--- src/rtl/router_pkt_register.sv ---
// Datapath register between the 1x3 router FSM and the output FIFOs.
// Forwards header/payload/parity bytes, buffers bytes while the FIFO is full, and checks parity and length.
module router_pkt_register #(
  parameter int DATA_WIDTH = 8,
  parameter int HOLD_DEPTH = 4,
  parameter int ADDR_BITS  = 2,
  localparam int CW = $clog2(HOLD_DEPTH + 1)
) (
  input  logic                  clk,
  input  logic                  resetn,
  input  logic                  pkt_valid,
  input  logic [DATA_WIDTH-1:0] data_in,
  input  logic                  fifo_full,
  input  logic                  rst_int_reg,
  input  logic                  detect_add,
  input  logic                  lfd_state,
  input  logic                  ld_state,
  input  logic                  laf_state,
  input  logic                  full_state,
  output logic [DATA_WIDTH-1:0] dout,
  output logic                  dout_valid,
  output logic                  parity_done,
  output logic                  low_pkt_valid,
  output logic                  err,
  output logic                  len_err,
  output logic                  ovf_err,
  output logic [CW-1:0]         hold_count,
  output logic                  hold_full
);

  localparam int PW = (HOLD_DEPTH > 1) ? $clog2(HOLD_DEPTH) : 1;
  localparam logic [PW-1:0] LAST_PTR = PW'(HOLD_DEPTH - 1);

  logic [DATA_WIDTH-1:0] hold_header, int_parity, packt_parity, byte_cnt, hdr_len;
  logic [DATA_WIDTH-1:0] buf_data [HOLD_DEPTH];
  logic                  buf_tag  [HOLD_DEPTH];
  logic [PW-1:0]         rd_ptr, wr_ptr;
  logic [CW-1:0]         count_nxt;
  logic                  header, load, buf_empty;
  logic                  do_pop, do_push, do_drop, out_en, out_last;
  logic [DATA_WIDTH-1:0] out_data;

  function automatic logic [PW-1:0] ptr_inc(input logic [PW-1:0] p);
    return (p == LAST_PTR) ? '0 : p + PW'(1);
  endfunction

  assign hdr_len = DATA_WIDTH'(hold_header[DATA_WIDTH-1:ADDR_BITS]);

  // Handshake: dout_valid is a one-cycle FIFO write strobe with no ready; dout is
  // consumed in every cycle it is high. fifo_full is honoured by holding bytes here.
  always_comb begin
    header    = detect_add && pkt_valid;
    load      = ld_state && !full_state;
    buf_empty = (hold_count == '0);
    do_pop    = 1'b0;
    do_push   = 1'b0;
    do_drop   = 1'b0;
    out_en    = 1'b0;
    out_last  = 1'b0;
    out_data  = dout;
    if (lfd_state) begin
      out_en   = 1'b1;
      out_data = hold_header;
    end else if (load) begin
      if (!fifo_full && buf_empty) begin
        out_en   = 1'b1;
        out_data = data_in;
        out_last = !pkt_valid;
      end else if (!fifo_full) begin
        do_pop  = 1'b1;
        do_push = 1'b1;
      end else if (hold_full) begin
        do_drop = 1'b1;
      end else begin
        do_push = 1'b1;
      end
    end else if (laf_state && !fifo_full && !buf_empty) begin
      do_pop = 1'b1;
    end
    if (do_pop) begin
      out_en   = 1'b1;
      out_data = buf_data[rd_ptr];
      out_last = buf_tag[rd_ptr];
    end
  end

  always_comb begin
    case ({do_push, do_pop})
      2'b10:   count_nxt = hold_count + CW'(1);
      2'b01:   count_nxt = hold_count - CW'(1);
      default: count_nxt = hold_count;
    endcase
  end

  // Entries are {last_tag, data}; occupancy is tracked by hold_count, so storage needs no reset.
  always_ff @(posedge clk) begin
    if (do_push) begin
      buf_data[wr_ptr] <= data_in;
      buf_tag[wr_ptr]  <= !pkt_valid;
    end
  end

  always_ff @(posedge clk or negedge resetn) begin
    if (!resetn) begin
      dout          <= '0;
      dout_valid    <= 1'b0;
      parity_done   <= 1'b0;
      low_pkt_valid <= 1'b0;
      err           <= 1'b0;
      len_err       <= 1'b0;
      ovf_err       <= 1'b0;
      hold_count    <= '0;
      hold_full     <= 1'b0;
      hold_header   <= '0;
      int_parity    <= '0;
      packt_parity  <= '0;
      byte_cnt      <= '0;
      rd_ptr        <= '0;
      wr_ptr        <= '0;
    end else begin
      dout_valid  <= out_en;
      parity_done <= out_en && out_last;
      if (out_en) dout <= out_data;
      // The delivered parity byte is compared against the running parity of header and payload.
      if (out_en && out_last) begin
        err     <= (int_parity != out_data);
        len_err <= (byte_cnt != hdr_len);
      end
      if (header) begin
        hold_header <= data_in;
        int_parity  <= '0;
        byte_cnt    <= '0;
        ovf_err     <= 1'b0;
        rd_ptr      <= '0;
        wr_ptr      <= '0;
        hold_count  <= '0;
        hold_full   <= 1'b0;
      end else begin
        if (lfd_state) int_parity <= int_parity ^ hold_header;
        if (load && pkt_valid) begin
          int_parity <= int_parity ^ data_in;
          byte_cnt   <= byte_cnt + DATA_WIDTH'(1);
        end
        if (load && !pkt_valid) packt_parity <= data_in;
        if (do_drop) ovf_err <= 1'b1;
        if (do_pop)  rd_ptr <= ptr_inc(rd_ptr);
        if (do_push) wr_ptr <= ptr_inc(wr_ptr);
        hold_count <= count_nxt;
        hold_full  <= (count_nxt == CW'(HOLD_DEPTH));
      end
      if (rst_int_reg || detect_add) low_pkt_valid <= 1'b0;
      else if (load && !pkt_valid)   low_pkt_valid <= 1'b1;
    end
  end

endmodule

--- config.mk ---
export PLATFORM = sky130hd
export DESIGN_NAME = router_pkt_register
export DESIGN_NICKNAME = d
export VERILOG_FILES = /design/src/rtl/router_pkt_register.sv
export SDC_FILE = /design/constraint.sdc
export NUM_CORES = 1
export LEC_CHECK = 0
export BUFFER_PORTS_ARGS = -buffer_cell sky130_fd_sc_hd__buf_2
export CAP_MARGIN = 20
export CELL_PAD_IN_SITES_DETAIL_PLACEMENT = 1
export CELL_PAD_IN_SITES_GLOBAL_PLACEMENT = 2
export CORE_MARGIN = 5
export CORE_UTILIZATION = 37
export DETAILED_ROUTE_END_ITERATION = 12
export PLACE_DENSITY = 0.85
export SETUP_SLACK_MARGIN = 0.05
export SLEW_MARGIN = 20
export SYNTH_ARGS = -nofsm -noshare
export SYNTH_HDL_FRONTEND = slang
export SYNTH_SLANG_ARGS = --single-unit
--- constraint.sdc ---
create_clock -name clk -period 2.8 [get_ports clk]
set_clock_uncertainty 0.15 [all_clocks]
set_input_delay 0.42 -clock clk [delete_from_list [all_inputs] [get_ports clk]]
set_output_delay 0.42 -clock clk [all_outputs]
set_load 0.005 [all_outputs]
==> impl_metrics.ini, run 1 <==
[outcome]
status = finished clean

[yosys]
synth_top_area_cell = dfrtp_1
synthTopCellsByArea = dfrtp_1 30%, edfxtp_1 28%, mux4_2 5.3%
synth_flop_cell = dfrtp_1
syn-mean-instance-area_um2 = 13.0
ys_ff_latch = 82
synthesis.nets = 322
netlist_instances = 296
async_flop_share_pct = 56.1
ys_seq_area_share_pct = 58.2
netlist_area_um2 = 3840
synth_cell_type_count = 48
synth_top_area_share_pct = 30.0
synth_edf_count = 36
yosys_warnings = 0

[power_and_ir_drop]
peakVddDrop_v = 0.000279
power.total_w = 0.00338
power_leakage_nw = 1.79
p_per_area_nw_per_um2 = 754

[run]
cap_violations = 0

[grt]
grt_pass1_vias = 2864
antenna_found_initial = 0
grt_pass1_wl_mm = 15.6
grt_max_degree = 47
grt-ovfl-total = 0
grt_util_all_layers_pct = 16.1

[clocking]
insertion_delay_ns = 0.35
h-tree-depth = 3
cts_hold_buf = 0
cts-buffers-inserted = 9
cts_root_buf = clkbuf_8
clockBufferDepth = 2
path_clk_slew_ns = 0.09
cts_sinks = 82
cts_tree = done

[placement]
gp_congestion = 0.795
hpwl_mm = 7.15
io_buffers = 35
dp.cells = 473

[floorplanning]
core-area_um2 = 10200
fp.dieH_um = 112
rows = 37
die-area_um2 = 12500
die_w_um = 112
io_pins = 36
start_util_pct = 37.5

[setup_path]
critical_path.slowest_cell = or4_4
crit_cells = 10
crit_chain = or4_4, and3_1, inv_2, ha_4, inv_1, fa_1, xor2_1, nor2_1, xnor2_1, nor3_1
cp_top_family = simple AND/OR/NAND/NOR gates
end_kind = register
cp_max_fo = 4
slowest_delay_ns = 0.52
ff2ff_path_depth = 10
crit_arrival_ns = 2.67
cp_num_buf_inv = 2
crit_path_start_kind = register
worst-endpoint-required_ns = 2.87
critPathKind = reg -> reg
reg2reg_slack_ns = 0.20

[routing]
route.detailed.drc = 0
postRouteAntennaNets = 0
vias = 2532
drtPass1Iterations = 4
wl_mm = 9.55
dr.first_iter.drc_count = 87
vias_per_cell = 5.17
wl_per_cell_um = 19.5

[timing]
min_period_over_period_pct = 92.9
finalCriticalPeriod_ns = 2.60
timing.hold.ws_ns = 0.0123
setup_violations = 0
slew_headroom_pct = 54.3
tightest_slew_ns = 0.685
slew_violations = 0
fin_tns_setup_ns = 0
rsz0062_at_grt = no
fmax_ghz = 0.385
hold_viol = 0

[final_layout]
diodes = 0
final_nets = 375
stdcell_count = 490
synthToLayoutAreaGrowth_pct = 16.9
drive_gt1_share_pct = 27.4

[min_path]
hold_path_class = in -> async
[final timing paths]
path | startpoint | to
min reg2reg | ovf_err | ovf_err
max reg2reg | hold_count[2] | hold_full
max in group asynchronous | resetn | hold_count[2]
min | resetn | byte_cnt[3]
max | hold_count[2] | hold_full
min in group clk | rst_int_reg | low_pkt_valid
[power breakdown]
part           internal (W)  switching, W
Sequential          0.00142      0.000157
Combinational      0.000460      0.000465
Clock              0.000420      0.000457
Total               0.00230       0.00108
[through the flow]
step | worst slack, ns | cell area, um^2 | utilization, %
finish | 0.199 | 4480 | 43.8
detailed placement | 0.0961 | 4260 | 41.6
floorplan | 0.175 | 3840 | -
global route | 0.0501 | 4480 | 43.8
global placement | 0.135 | 4260 | 41.6
CTS | 0.119 | 4460 | 43.6
[routing by layer]
layer | part of all wire (%) | global-route usage, % | vias to the layer above
li1 | - | - | 1197
met1 | 45 | 21.3 | 1295
met2 | 51 | 27.3 | 30
met3 | 2.8 | 2.77 | 10
met4 | 1.4 | 4.22 | 0
met5 | 0 | 0 | -
[cell usage after synthesis (4+ instances only)]
library cell	instances
nor3_1	8
xnor2_1	12
nor2b_1	4
or4_1	6
a2111o_1	6
and2_1	5
ha_1	7
inv_1	10
a21oi_1	14
nor2_1	31
and3_1	11
mux4_2	9
mux2_2	7
clkbuf_1	7
dfrtp_1	46
nand2b_1	6
nand3_1	4
o2111a_1	5
xor2_1	18
nand2_1	10
edfxtp_1	36
[timing repair]
item,4_1_cts,5_1_grt
hold endpoints to repair,0,0
resized for setup,0,4
endpoints found under the setup margin,0,2
buffers inserted,0,1
[cell families after synthesis]
kind of cell	share of synthesized area (%)
and+or+nand+nor	12.9
DFF	58.2
AOI/OAI and AO/OA	9.00
xor gates and xnor gates	6.85
buffers and inverters	2.61
muxes	7.60
adders and majority gates	2.80
[registers in the layout, summed over array words and instances, names as in the netlist]
signal	flops
buf_data	32
byte_cnt	8
dout	8
hold_header	8
int_parity	8
buf_tag	4
hold_count	3
rd_ptr	2
wr_ptr	2
dout_valid	1
err	1
hold_full	1
len_err	1
low_pkt_valid	1
ovf_err	1
parity_done	1
[area by class of cell]
type                       count  area, um^2
clock buffer                   9         124
clock inverter                 7        76.3
fill                        1103        5750
inverter                      12        50.0
multi-input combinational    191        1520
sequential                    82        2230
tap                          136         170
timing repair buffer          53         310
[cells in the final DEF, fill, tap and decap left out, types with 7 or more instances in the layout]
cell type | Yosys | final
xnor2_1 | 12 | 12
buf_2 | 1 | 35
mux4_2 | 9 | 9
edfxtp_1 | 36 | 36
dfrtp_1 | 46 | 45
nor2_1 | 31 | 31
inv_1 | 10 | 10
nor3_1 | 8 | 8
clkbuf_8 | 0 | 9
xor2_1 | 18 | 18
nand2_1 | 10 | 10
buf_4 | 0 | 18
mux2_2 | 7 | 7
a21oi_1 | 14 | 14
and3_1 | 11 | 11
Power figures use the tool's default switching activity.
==> run 2, diff against run 1 <==
Settings changed: CTS_BUF_LIST set to sky130_fd_sc_hd__clkbuf_8, PLACE_DENSITY 0.85 to not set, PLACE_DENSITY_LB_ADDON set to 0.1.
==> run 2 against run 1 <==
Net effect:
- power is 0.74% higher
- hold slack lost 0.0064 ns
- non-clock buffer count grew 3
- routed wire length grew 4.4%
- combinational power grew 2.3%
- final area rose by 0.36%
- via count up 1.7%
- core utilization grew 0.16 points
- first-iteration DRC count is 37% higher
- die area stayed put
==> impl_metrics.ini, run 2 (same netlist as run 1, synthesis figures left out) <==
[clocking]
postCtsSetupBuffers = 0
cts_tree = done
cts_resized = 0
cts-buffers-inserted = 9
cts_hold_buf = 0
path_clk_slew_ns = 0.09
clockBufferDepth = 2
insertion_delay_ns = 0.36
h-tree-depth = 3
cts_root_buf = clkbuf_8
cts_sinks = 82

[power_and_ir_drop]
p_per_area_nw_per_um2 = 756
peakVddDrop_v = 0.000267
power_leakage_nw = 1.81

[routing]
route.detailed.drc = 0
wl_mm = 9.96
drtPass1Iterations = 4
postRouteAntennaNets = 0
wl_per_cell_um = 20.2
vias = 2574
vias_per_cell = 5.22
dr.first_iter.drc_count = 119

[grt]
grt_max_degree = 47
antenna_found_initial = 0
grt-ovfl-total = 0
grt_pass1_wl_mm = 16.3
grt_pass1_vias = 2819
grt_util_all_layers_pct = 17.0

[timing]
setup_violations = 0
timing.hold.ws_ns = 0.00583
tightest_slew_ns = 0.633
min_period_over_period_pct = 93.2
slew_headroom_pct = 57.8
fmax_ghz = 0.383
hold_viol = 0
rsz0062_at_grt = yes
finalCriticalPeriod_ns = 2.61
fin_tns_setup_ns = 0
slew_violations = 0

[floorplanning]
core-area_um2 = 10200
fp.dieH_um = 112
die_w_um = 112
rows = 37
start_util_pct = 37.5
io_pins = 36
die-area_um2 = 12500

[final_layout]
mostFrequentLayoutCells = 45 x dfrtp_1, 36 x edfxtp_1, 35 x buf_2
mostFrequentLayoutCell = dfrtp_1
fillers = 1086
largest_reg_flops = 32
synthToLayoutAreaGrowth_pct = 17.3
drive_gt1_share_pct = 28.3
final_nets = 378
diodes = 0
largest_register = buf_data

[setup_path]
crit_chain = or4_4, and3_4, inv_2, ha_2, inv_1, fa_1, xor2_1, nor2_1, xnor2_1, nor3_1
crit_path_start = hold_count[0]
slowest_delay_ns = 0.55
critical_path.slowest_cell = or4_4
crit_path_start_kind = register
critPathKind = reg -> reg
worst-endpoint-required_ns = 2.89
timing.rr.start = hold_count[0]
end_kind = register
cp_max_fo = 4
crit_arrival_ns = 2.69

[outcome]
status = finished clean

[placement]
io_buffers = 35
gp_congestion = 0.828
hpwl_mm = 7.32

[min_path]
hold_path_class = in -> async

[run]
cap_violations = 0
==> run 2: cell count changes in the layout (fill, tap and decap cells not counted) <==
cell	delta
and3_4	+1
buf_4	+3
clkinvlp_4	-2
clkinv_4	+1
ha_4	-1
ha_2	+1
clkinv_2	+1
and3_1	-1
==> run 2: path summary, 6_finish.rpt <==
kind | end | slack, ns | depth (start not counted)
worst max-delay path | hold_full | 0.19 | 10
worst min-delay path | int_parity[5] | 0.006 | 2
worst max register to register | hold_full | 0.19 | 10
worst min register to register | ovf_err | 0.36 | 2
max in group asynchronous | rd_ptr[0] | 2.04 | 2
min in group clk | low_pkt_valid | 0.06 | 2
==> run 2: metal layers <==
layer  global-route usage [%]  wire length, um  part of all wire, %
met2                     26.7             4820                   48
met4                     5.68              108                  1.1
met5                        0                0                    0
met1                     23.7             4740                   48
met3                     3.21              292                  2.9
==> run 2: through the flow <==
stage	utilization (%)	area [um^2]	worst slack (ns)	instances	power, W
5_1_grt	44.0	4500	0.0358	493	0.00362
6_report	44.0	4500	0.191	493	0.00340
4_1_cts	43.9	4490	0.0836	493	0.00344
2_1_floorplan	-	3840	0.175	296	0.00213
3_3_place_gp	41.9	4290	0.117	477	0.00253
3_5_place_dp	41.9	4290	0.0806	477	0.00255
==> run 2: layout make-up <==
class / instances / area (um^2) / area share, %
clock buffers: 9 / 124 / 2.75
clock inverters: 7 / 75.1 / 1.67
inverters: 12 / 50.0 / 1.11
multi-input cells: 191 / 1520 / 33.7
flip-flops and latches: 82 / 2230 / 49.6
well taps: 136 / 170 / 3.78
repair buffers: 56 / 333 / 7.40
==> run 2: where the power goes <==
group          internal, W  leakage [nW]  switching [W]
logic             0.000470         0.810       0.000476
clock network     0.000420         0.104       0.000467
registers          0.00142         0.899       0.000151
total              0.00231          1.81        0.00109
==> run 2: critical path: cells and delay by family, from the launching register on <==
family	cells	cell delay, ns
xor gates and xnor gates	2	0.38
adders and majority gates	2	0.56
buffers and inverters	2	0.12
DFF	1	0.39
and+or+nand+nor	4	0.89
==> run 3, diff against run 2 <==
Settings changed: CELL_PAD_IN_SITES_GLOBAL_PLACEMENT 2 to 1.
==> run 3 against run 2 <==
Net effect:
- power decreased by 1.4%
- combinational power increased by 0.6%
- routed wire length decreased by 3.6%
- largest cell class unchanged
==> impl_metrics.ini, run 3 (same netlist as run 1, synthesis figures left out) <==
[grt]
grt_max_degree = 47
grt_pass1_vias = 2911
antenna_found_initial = 0
grt_pass1_wl_mm = 15.8
grt-ovfl-total = 0
grt_util_all_layers_pct = 16.6

[floorplanning]
rows = 37
core-area_um2 = 10200
die_w_um = 112
fp.dieH_um = 112
die-area_um2 = 12500
start_util_pct = 37.5
io_pins = 36

[final_layout]
stdcell_count = 497
final_nets = 382
synthToLayoutAreaGrowth_pct = 17.7
largest_reg_flops = 32
largest_register = buf_data
mostFrequentLayoutCells = 46 x dfrtp_1, 36 x edfxtp_1, 35 x buf_2
drive_gt1_share_pct = 28.5
fillers = 1097
diodes = 0
mostFrequentLayoutCell = dfrtp_1

[setup_path]
critical_path.slowest_cell = or4_4
r2r_end = hold_full
cp_top_family = simple AND/OR/NAND/NOR gates
cp_max_fo = 4
slowest_delay_ns = 0.55
end_kind = register
reg2reg_slack_ns = 0.21
critPathKind = reg -> reg
worst-endpoint-required_ns = 2.90
crit_chain = or4_4, and3_4, inv_2, ha_1, inv_1, fa_1, xor2_1, nor2_1, xnor2_1, nor3_1
crit_path_start_kind = register
crit_cells = 10
timing.rr.start = hold_count[0]
ff2ff_path_depth = 10
crit_arrival_ns = 2.69
cp_num_buf_inv = 2

[clocking]
clockBufferDepth = 2
postCtsSetupBuffers = 0
h-tree-depth = 3
path_clk_slew_ns = 0.08
cts_tree = done
insertion_delay_ns = 0.36
cts_sinks = 82
cts-buffers-inserted = 9
cts_root_buf = clkbuf_8

[timing]
min_period_over_period_pct = 92.4
rsz0062_at_grt = no
slew_headroom_pct = 52.0
tightest_slew_ns = 0.719
slew_violations = 0
hold_viol = 0
finalCriticalPeriod_ns = 2.59
fin_tns_setup_ns = 0
setup_ws_ns = 0.212
fmax_ghz = 0.386
setup_violations = 0

[placement]
gp_congestion = 0.869
hpwl_mm = 7.02
preCtsSetupSlack_ns = 0.103
io_buffers = 35
dp.cells = 481

[min_path]
hold_path_class = in -> async

[routing]
vias = 2545
dr.first_iter.drc_count = 103
postRouteAntennaNets = 0
route.detailed.drc = 0
drtPass1Iterations = 4
wl_mm = 9.61
vias_per_cell = 5.12
wl_per_cell_um = 19.3

[power_and_ir_drop]
power_leakage_nw = 1.84
peakVddDrop_v = 0.000289
p_per_area_nw_per_um2 = 744

[outcome]
status = finished clean

[run]
cap_violations = 0
run 3: where the power goes:
| part | internal (W) | total, W | switching (W) |
|---|---|---|---|
| Sequential | 0.00142 | 0.00156 | 0.000142 |
| Combinational | 0.000478 | 0.000952 | 0.000473 |
| Clock | 0.000403 | 0.000844 | 0.000442 |
| Total | 0.00230 | 0.00336 | 0.00106 |
run 3: layout make-up:
class                      instances  area, um^2  share of cell area, %
clock inverter                     7        61.3                   1.36
timing repair buffer              60         363                   8.04
clock buffer                       9         124                   2.74
inverter                          12        50.0                   1.11
tap                              136         170                   3.77
sequential                        82        2230                   49.4
multi-input combinational        191        1520                   33.6
run 3: how the worst max path moves through the flow:
stage,endpoint,from
6_report,hold_full,hold_count[0]
5_1_grt,hold_full,hold_count[0]
4_1_cts,hold_full,hold_count[0]
3_5_place_dp,hold_full,fifo_full
3_3_place_gp,hold_full,fifo_full
2_1_floorplan,hold_full,hold_count[0]
run 3: repair_timing:
item	CTS	global route
hold endpoints to repair	0	0
resized for setup	0	3
hold buffers	0	0
setup endpoints to repair	0	2
run 3: layer usage:
layer	GRT usage (%)	wire length (um)
met4	5.03	152
met3	4.18	330
met2	26.3	4420
met1	22.6	4710
met5	0	0
run 3: metrics by stage:
step | power (W) | utilization [%] | hold WS (ns) | instance area (um^2)
final | 0.00336 | 44.1 | 0.00146 | 4520
after global routing | 0.00358 | 44.1 | 0.0423 | 4520
after floorplan | 0.00213 | - | -0.0256 | 3840
after detailed placement | 0.00254 | 42.2 | 0.346 | 4320
after global placement | 0.00252 | 42.2 | 0.340 | 4320
after CTS | 0.00340 | 44.0 | 0.0167 | 4500
run 3: worst register-to-register path, stage by stage, from the launching register on:
cell     delay (ns)
dfrtp_1        0.40
or4_4          0.55
and3_4         0.20
inv_2          0.07
ha_1           0.18
inv_1          0.06
fa_1           0.38
xor2_1         0.15
nor2_1         0.11
xnor2_1        0.15
nor3_1         0.07
